`src/rtl/obu_dispatch_ctrl.sv`:
```
// obu_dispatch_ctrl: walks the 32-bit bitstream FIFO one OBU at a time.
// It decodes the header, the optional extension byte and the LEB128 size.
// The payload then goes to a sub-parser through a start/done handshake, or the
// controller skips it in-line at up to 4 bytes per cycle.
module obu_dispatch_ctrl #(
    parameter int PARSER_DATA_WIDTH = 32
) (
    input  logic                         clk,
    input  logic                         rst,
    input  logic [PARSER_DATA_WIDTH-1:0] data,
    input  logic                         avail,
    input  logic                         start,
    input  logic                         sub_done,
    input  logic [31:0]                  sub_bytes_used,
    input  logic                         sub_pop,
    output logic                         pop,
    output logic [1:0]                   sel,
    output logic                         seq_start,
    output logic                         frame_start,
    output logic                         tile_start,
    output logic [3:0]                   obu_type,
    output logic [31:0]                  obu_size,
    output logic [1:0]                   payload_offset,
    output logic [2:0]                   temporal_id,
    output logic [1:0]                   spatial_id,
    output logic [15:0]                  obu_count,
    output logic                         err,
    output logic [2:0]                   err_code
);

    typedef enum logic [2:0] {S_IDLE, S_HDR, S_EXT, S_LEB, S_DISP, S_SKIP, S_ERR} state_t;

    state_t      state_q, state_n;
    logic [1:0]  ptr_q, ptr_n;
    logic [31:0] remaining_q, rem_n;
    logic [3:0]  leb_idx_q, leb_idx_n;
    logic        first_q, first_n;
    logic [1:0]  sel_n, off_n, sid_n;
    logic [3:0]  type_n;
    logic [31:0] size_n;
    logic [2:0]  tid_n, code_n;
    logic [15:0] cnt_n;
    logic        err_n;

    logic [7:0]  cur_byte;
    logic [5:0]  leb_sh;
    logic [63:0] leb_term;
    logic [31:0] size_acc;
    logic        leb_bad;
    logic [2:0]  room, skip_n, skip_end;
    logic [31:0] done_end, done_rem;

    // Select the byte lane the pointer currently addresses (lane 0 = [31:24]).
    always_comb begin
        case (ptr_q)
            2'd0:    cur_byte = data[31:24];
            2'd1:    cur_byte = data[23:16];
            2'd2:    cur_byte = data[15:8];
            default: cur_byte = data[7:0];
        endcase
    end

    // LEB128 group placement; anything landing at bit 31 or above is an overflow.
    assign leb_sh   = {2'b00, leb_idx_q} * 6'd7;
    assign leb_term = {57'd0, cur_byte[6:0]} << leb_sh;
    assign size_acc = obu_size | leb_term[31:0];
    assign leb_bad  = (leb_idx_q == 4'd8) || (leb_term[63:31] != 33'd0);

    // Skip step: bytes left in the current word, capped by what remains.
    assign room     = 3'd4 - {1'b0, ptr_q};
    assign skip_n   = (remaining_q < {29'd0, room}) ? remaining_q[2:0] : room;
    assign skip_end = {1'b0, ptr_q} + skip_n;

    // Stream position and leftover payload after the sub-parser returns.
    assign done_end = {30'd0, payload_offset} + sub_bytes_used;
    assign done_rem = obu_size - sub_bytes_used;

    // Next-state, next-register and pop/start outputs.
    always_comb begin
        state_n     = state_q;
        ptr_n       = ptr_q;
        rem_n       = remaining_q;
        leb_idx_n   = leb_idx_q;
        first_n     = 1'b0;
        sel_n       = sel;
        type_n      = obu_type;
        size_n      = obu_size;
        off_n       = payload_offset;
        tid_n       = temporal_id;
        sid_n       = spatial_id;
        cnt_n       = obu_count;
        err_n       = err;
        code_n      = err_code;
        pop         = 1'b0;
        seq_start   = 1'b0;
        frame_start = 1'b0;
        tile_start  = 1'b0;
        case (state_q)
            S_IDLE: if (start) state_n = S_HDR;
            S_HDR: if (avail) begin
                ptr_n = ptr_q + 2'd1;
                pop   = (ptr_q == 2'd3);
                if (cur_byte[7]) begin
                    state_n = S_ERR; err_n = 1'b1; code_n = 3'd1;
                end else if (!cur_byte[1]) begin
                    state_n = S_ERR; err_n = 1'b1; code_n = 3'd2;
                end else begin
                    type_n    = cur_byte[6:3];
                    size_n    = 32'd0;
                    tid_n     = 3'd0;
                    sid_n     = 2'd0;
                    leb_idx_n = 4'd0;
                    state_n   = cur_byte[2] ? S_EXT : S_LEB;
                end
            end
            S_EXT: if (avail) begin
                ptr_n   = ptr_q + 2'd1;
                pop     = (ptr_q == 2'd3);
                tid_n   = cur_byte[7:5];
                sid_n   = cur_byte[4:3];
                state_n = S_LEB;
            end
            S_LEB: if (avail) begin
                ptr_n = ptr_q + 2'd1;
                pop   = (ptr_q == 2'd3);
                if (leb_bad) begin
                    state_n = S_ERR; err_n = 1'b1; code_n = 3'd3;
                end else begin
                    size_n    = size_acc;
                    leb_idx_n = leb_idx_q + 4'd1;
                    if (!cur_byte[7]) begin
                        off_n = ptr_q + 2'd1;
                        if (size_acc == 32'd0) begin
                            cnt_n   = obu_count + 16'd1;
                            state_n = S_HDR;
                        end else begin
                            first_n = 1'b1;
                            state_n = S_DISP;
                            case (obu_type)
                                4'd1:       sel_n = 2'd1;
                                4'd3, 4'd6: sel_n = 2'd2;
                                4'd4:       sel_n = 2'd3;
                                default: begin
                                    first_n = 1'b0;
                                    rem_n   = size_acc;
                                    state_n = S_SKIP;
                                end
                            endcase
                        end
                    end
                end
            end
            S_DISP: begin
                pop         = sub_pop & avail;
                seq_start   = first_q && (sel == 2'd1);
                frame_start = first_q && (sel == 2'd2);
                tile_start  = first_q && (sel == 2'd3);
                // A done in the same cycle as the start pulse is too early to be real.
                if (sub_done && !first_q) begin
                    sel_n = 2'd0;
                    if (sub_bytes_used > obu_size) begin
                        state_n = S_ERR; err_n = 1'b1; code_n = 3'd4;
                    end else begin
                        ptr_n = done_end[1:0];
                        rem_n = done_rem;
                        if (done_rem == 32'd0) begin
                            cnt_n   = obu_count + 16'd1;
                            state_n = S_HDR;
                        end else begin
                            state_n = S_SKIP;
                        end
                    end
                end
            end
            S_SKIP: if (avail) begin
                rem_n = remaining_q - {29'd0, skip_n};
                ptr_n = skip_end[1:0];
                pop   = (skip_end == 3'd4);
                if (remaining_q == {29'd0, skip_n}) begin
                    cnt_n   = obu_count + 16'd1;
                    state_n = S_HDR;
                end
            end
            default: ;
        endcase
    end

    // State and output registers; synchronous reset clears everything.
    always_ff @(posedge clk) begin
        if (rst) begin
            state_q        <= S_IDLE;
            ptr_q          <= 2'd0;
            remaining_q    <= 32'd0;
            leb_idx_q      <= 4'd0;
            first_q        <= 1'b0;
            sel            <= 2'd0;
            obu_type       <= 4'd0;
            obu_size       <= 32'd0;
            payload_offset <= 2'd0;
            temporal_id    <= 3'd0;
            spatial_id     <= 2'd0;
            obu_count      <= 16'd0;
            err            <= 1'b0;
            err_code       <= 3'd0;
        end else begin
            state_q        <= state_n;
            ptr_q          <= ptr_n;
            remaining_q    <= rem_n;
            leb_idx_q      <= leb_idx_n;
            first_q        <= first_n;
            sel            <= sel_n;
            obu_type       <= type_n;
            obu_size       <= size_n;
            payload_offset <= off_n;
            temporal_id    <= tid_n;
            spatial_id     <= sid_n;
            obu_count      <= cnt_n;
            err            <= err_n;
            err_code       <= code_n;
        end
    end

endmodule

```
`config.mk`:
```
export PLATFORM = sky130hd
export DESIGN_NAME = obu_dispatch_ctrl
export DESIGN_NICKNAME = d
export VERILOG_FILES = /design/src/rtl/obu_dispatch_ctrl.sv
export SDC_FILE = /design/constraint.sdc
export NUM_CORES = 1
export LEC_CHECK = 0
export CAP_MARGIN = 0
export CORE_ASPECT_RATIO = 1.25
export CORE_MARGIN = 2
export CORE_UTILIZATION = 40
export CTS_CLUSTER_SIZE = 24
export DETAILED_ROUTE_END_ITERATION = 8
export PLACE_DENSITY = 0.6
export SYNTH_ARGS = -nofsm -noshare
export SYNTH_HDL_FRONTEND = slang
export SYNTH_SLANG_ARGS = --single-unit
```
`constraint.sdc`:
```
create_clock -name clk -period 5 [get_ports clk]
set_clock_uncertainty 0.1 [all_clocks]
set_input_delay 1.5 -clock clk [delete_from_list [all_inputs] [get_ports clk]]
set_output_delay 1.5 -clock clk [all_outputs]
set_load 0.02 [all_outputs]
```
Word-level counts from Yosys, hierarchy flattened. Index checks and enable logic that the tools add are counted.

Register bits after elaboration: 107. Output and inout port bits: 69.

Add/subtract/negate cells: 8. Multiply operators: 1. Order comparisons: 2. Eq/ne operators: 40. Shifts and indexed selects: 1. Mux-type cells: 95. Bitwise operators: 6. Reductions and logical operators: 32.

Operators by type and width (count): two-way mux 32 bit (13); two-way mux 16 bit (9); case mux 32 bit (3 select lines) (1); two-way mux 3 bit (26); zero test 32 bit (2); case mux 32 bit (2 select lines) (1); left shift 7 x 6 -> 64 bit (1); case mux 16 bit (3 select lines) (1); != test 2 bit, second input constant (18); nonzero test 33 bit (1); equality test 32 x 3 -> 1 bit (1); > comparator 32 bit (1); < comparator 32 x 3 -> 1 bit (1); bitwise OR 32 bit (1); subtractor 32 x 3 -> 32 bit (1); subtractor 32 bit (1); two-way mux 2 bit (13); case mux 8 bit (3 select lines) (1); two-way mux 4 bit (5); case mux 3 bit (6 select lines) (1); AND reduction 9 bit (2); adder 16 x 1 -> 16 bit, second input constant (1); two-way mux 1 bit (15); AND reduction 7 bit (2); 42 further kinds (66).

Depth between registers and ports, before layout.
Word-level depth: 10. Depth in mapped cells: 22.

Least setup slack after synthesis. No wires, ideal clock.

Kind: input-to-reg. Start point: input port sub_bytes_used[0]. End point: register obu_count[15]. Data arrival time: 5178 ps. Slack: -348 ps. Stages: 14. Path through: ha_1 fa_1 nor2b_1 o31a_1 o21ai_1 a41oi_1 a41oi_1 o211ai_1 xnor2_1 or3_1 nor4_1 o2111ai_1 or4_1 a21oi_1.

Cells in the longest elaborated chain, start to end: 4.

Ends and longest elaborated chain: start: declaration (line 14) `input logic [31:0] sub_bytes_used,`; subtractor 32 bit (line 76) `assign done_rem = obu_size - sub_bytes_used;`; zero test 32 bit (line 166) `if (done_rem == 32'd0) begin`; != test 2 bit (no line); AND reduction 10 bit (no line) (*); end signal: assignment (line 217) `obu_count <= cnt_n;`; end: declaration (line 26) `output logic [15:0] obu_count,`.

Every way passes the cells marked *; elsewhere a longest branch is shown, timed or not. A chain may end at the register's enable or synchronous reset.

Worst setup path after layout.
Start point: register remaining_q[12]. End point: output port pop.

Cells in the longest elaborated chain, start to end: 6.

Ends and longest elaborated chain: start: declaration (line 35) `logic [31:0] remaining_q, rem_n;`; start signal: assignment (line 208) `remaining_q <= rem_n;`; < comparator 32 x 3 -> 1 bit (line 71) `assign skip_n = (remaining_q < {29'd0, room}) ? remaining_q[2:0] : room;`; two-way mux 3 bit (line 71); adder 2 x 3 -> 3 bit (line 72) `assign skip_end = {1'b0, ptr_q} + skip_n;`; equality test 3 bit (line 178) `pop = (skip_end == 3'd4);`; two-way mux 1 bit (line 175) `S_SKIP: if (avail) begin`; case mux 1 bit (3 select lines) (line 98) `case (state_q)`; end: declaration (line 16) `output logic pop,`.

Every way passes these cells.

==> metrics.cfg <==
[yosys]
synthesis.nets = 1519
synthFlopType = dfxtp_1
yosysWarnings = 0
synth-seq-cells = 107
synth.most_common_cell = nor2_1
synth_edf_count = 0
yosys.area.top_type_share = 0.213
yosysTopAreaCell = dfxtp_1
yosys-top-cells-area = dfxtp_1 21%, a21oi_1 7.0%, ha_1 6.6%
synth_area_mm2 = 0.0100
async_reset_ff_frac = 0
synth_common_cells = 159 x nor2_1, 140 x a21oi_1, 118 x nand2_1
synth_cell_types = 83
ys_seq_area_frac = 0.213
syn_inst = 1389
syn_area_per_cell_um2 = 7.23

[place]
postPlaceCellArea_mm2 = 0.0142
dp_worst_setup_slack_ps = -816
io_buffers = 138
gp_congestion = 1.03
hpwl_um = 35300

[final_layout]
final_area_mm2 = 0.0161
final_nets = 2002
num-fill-cells = 2221
area_growth_pct = 60.7
utilization = 0.656
layout-drive-gt1-share = 0.349
diodes = 0

[setup_path]
crit_arrival_ps = 3540
critPathCaptureType = output pin
start_kind = flop
cp_data_required_time_ps = 3400
critical_path_class = flop to output pin
setup.worst_path.start = remaining_q[12]
r2r_start = leb_idx_q[1]
cp_max_fo = 3

[drt]
routed_via_density = 5.94
drt_pass1_iterations = 6
postRouteWirelength_um = 46200
drt-initial-drc-count = 1442
antenna_left = 0
vias = 13100
routedWlPerCell_um = 21.0
drc = 0

[sta]
finalCritPeriodShare = 1.03
layout_min_cycle_time_ps = 5140
worstMarginPinSlew_ps = 797
final_hold_viol_count = 0
worst_slack_ps = -140
final-setup-viol-count = 2
fmax_mhz = 195
hold_slack_ps = 363
rsz0062_at_grt = true
finalMaxSlewViolations = 0
max_slew_margin = 0.467

[power_and_ir_drop]
p_leak_uw = 0.00691
p_per_area_mw_per_mm2 = 455
power_uw = 7340
irDropWorstVdd_uv = 251

[min_path]
hold_class = flop to flop
hold_start = err_code[1]

[clocking]
clk_pin_slew_worst_paths_ps = 80
htreeDepth = 3
cts_tree = yes
worstSkewPairLatency_ps = 370
clock_sinks = 107
cts_root_buf = clkbuf_16
clockBufferDepth = 2
cts-buffers-inserted = 9

[outcome]
status = finished with violations
violations = setup timing

[floorplan]
die_width_um = 146
die_y_um = 181
die-area_mm2 = 0.0264
core.rowCount = 64
start_util = 0.408
core-area_mm2 = 0.0246
top_level_ports = 139

[global_routing]
gr-total-overflow = 0
antenna_found_initial = 0
grt_pass1_wl_um = 69100
grt_pass1_vias = 12300
grt_usage = 0.331
grt_max_degree = 55

[job]
max_cap_viol_count = 0

-- report_power, final --
group          leakage [uW]  switching, uW  internal (uW)
registers          0.000867            103            951
clock network      0.000144            397            354
logic               0.00590           3060           2470
-- cells by family after synthesis --
logic type	count (synthesis)	synth area share
AOI/OAI and AO/OA	472	0.311
xor gates and xnor gates	50	0.0436
adders and majority gates	60	0.0800
buffers and inverters	152	0.0596
DFF	107	0.213
muxes	35	0.0439
and+or+nand+nor	513	0.248
-- cell type report --
| class | instances | area (um^2) | area share |
|---|---|---|---|
| Clock buffer | 9 | 225 | 0.0140 |
| Clock inverter | 7 | 63.8 | 0.00396 |
| Inverter | 75 | 282 | 0.0175 |
| Multi-Input combinational cell | 1131 | 8440 | 0.523 |
| Sequential cell | 107 | 2150 | 0.133 |
| Tap cell | 330 | 413 | 0.0256 |
| Timing Repair Buffer | 548 | 4560 | 0.283 |
-- critical path: stages (launching register included) --
cell,delay (ps)
dfxtp_2,330
or4_4,530
nand4b_1,210
and4b_2,370
nand3_4,110
nand2_2,90
o21ai_2,60
ha_2,190
fa_1,530
nor3_1,60
a21o_1,160
a222oi_1,290
nor2b_2,100
buf_6,140
-- stage by stage --
stage	TNS [ps]	std cells
after floorplan	-11.5	1389
after global placement	-42570	2124
after detailed placement	-46700	2124
after CTS	-163	2180
after global routing	-553	2207
final	-145	2207
-- timing repair --
item / in CTS / in global routing
pin swaps: 46 / 91
buffers inserted: 39 / 27
endpoints found under the setup margin: 62 / 96
gates resized for setup: 131 / 193
hold buffers: 0 / 0
gates cloned: 1 / 0
-- registers in the layout (all words and copies together), names as in the netlist --
register        flops
remaining_q        32
ptr_q               2
leb_idx_q           4
obu_type            4
temporal_id         3
sel                 2
err_code            3
err                 1
first_q             1
spatial_id          2
payload_offset      2
state_q             3
obu_count          16
obu_size           32
-- per-layer routing --
| metal | up-vias | global-route usage | part of all wire |
|---|---|---|---|
| met5 | - | 0 | 0 |
| met3 | 106 | 0.0720 | 0.082 |
| met2 | 568 | 0.550 | 0.47 |
| met4 | 0 | 0.0933 | 0.033 |
| met1 | 6284 | 0.432 | 0.42 |
| li1 | 6143 | - | - |
-- worst paths after layout --
check                 end  slack (ps)  cells past startpoint
max                   pop        -140                     13
min           err_code[1]         360                      2
max reg2reg  obu_count[9]         100                     18
min reg2reg   err_code[1]         360                      2
-- cells in the final DEF (no fill, tap or decap), types with 11 or more instances in the layout --
master           instances
a211oi_1                35
a21o_1                  17
a21oi_1                112
a21oi_2                 23
a31oi_1                 13
and2_1                  11
buf_4                  391
buf_6                   19
clkdlybuf4s50_1        101
dfxtp_1                101
dlymetal6s2s_1          18
ha_1                    32
ha_4                    19
inv_1                   54
inv_2                   18
mux2i_1                 20
nand2_1                111
nand2b_1                18
nand3_1                 23
nand4_1                 13
nor2_1                 154
nor3_1                  61
o211ai_1                26
o21a_1                  11
o21ai_0                 58
o21ai_1                 19
o31ai_1                 12
xnor2_1                 27
xor2_1                  18
Power figures use the tool's default switching activity.
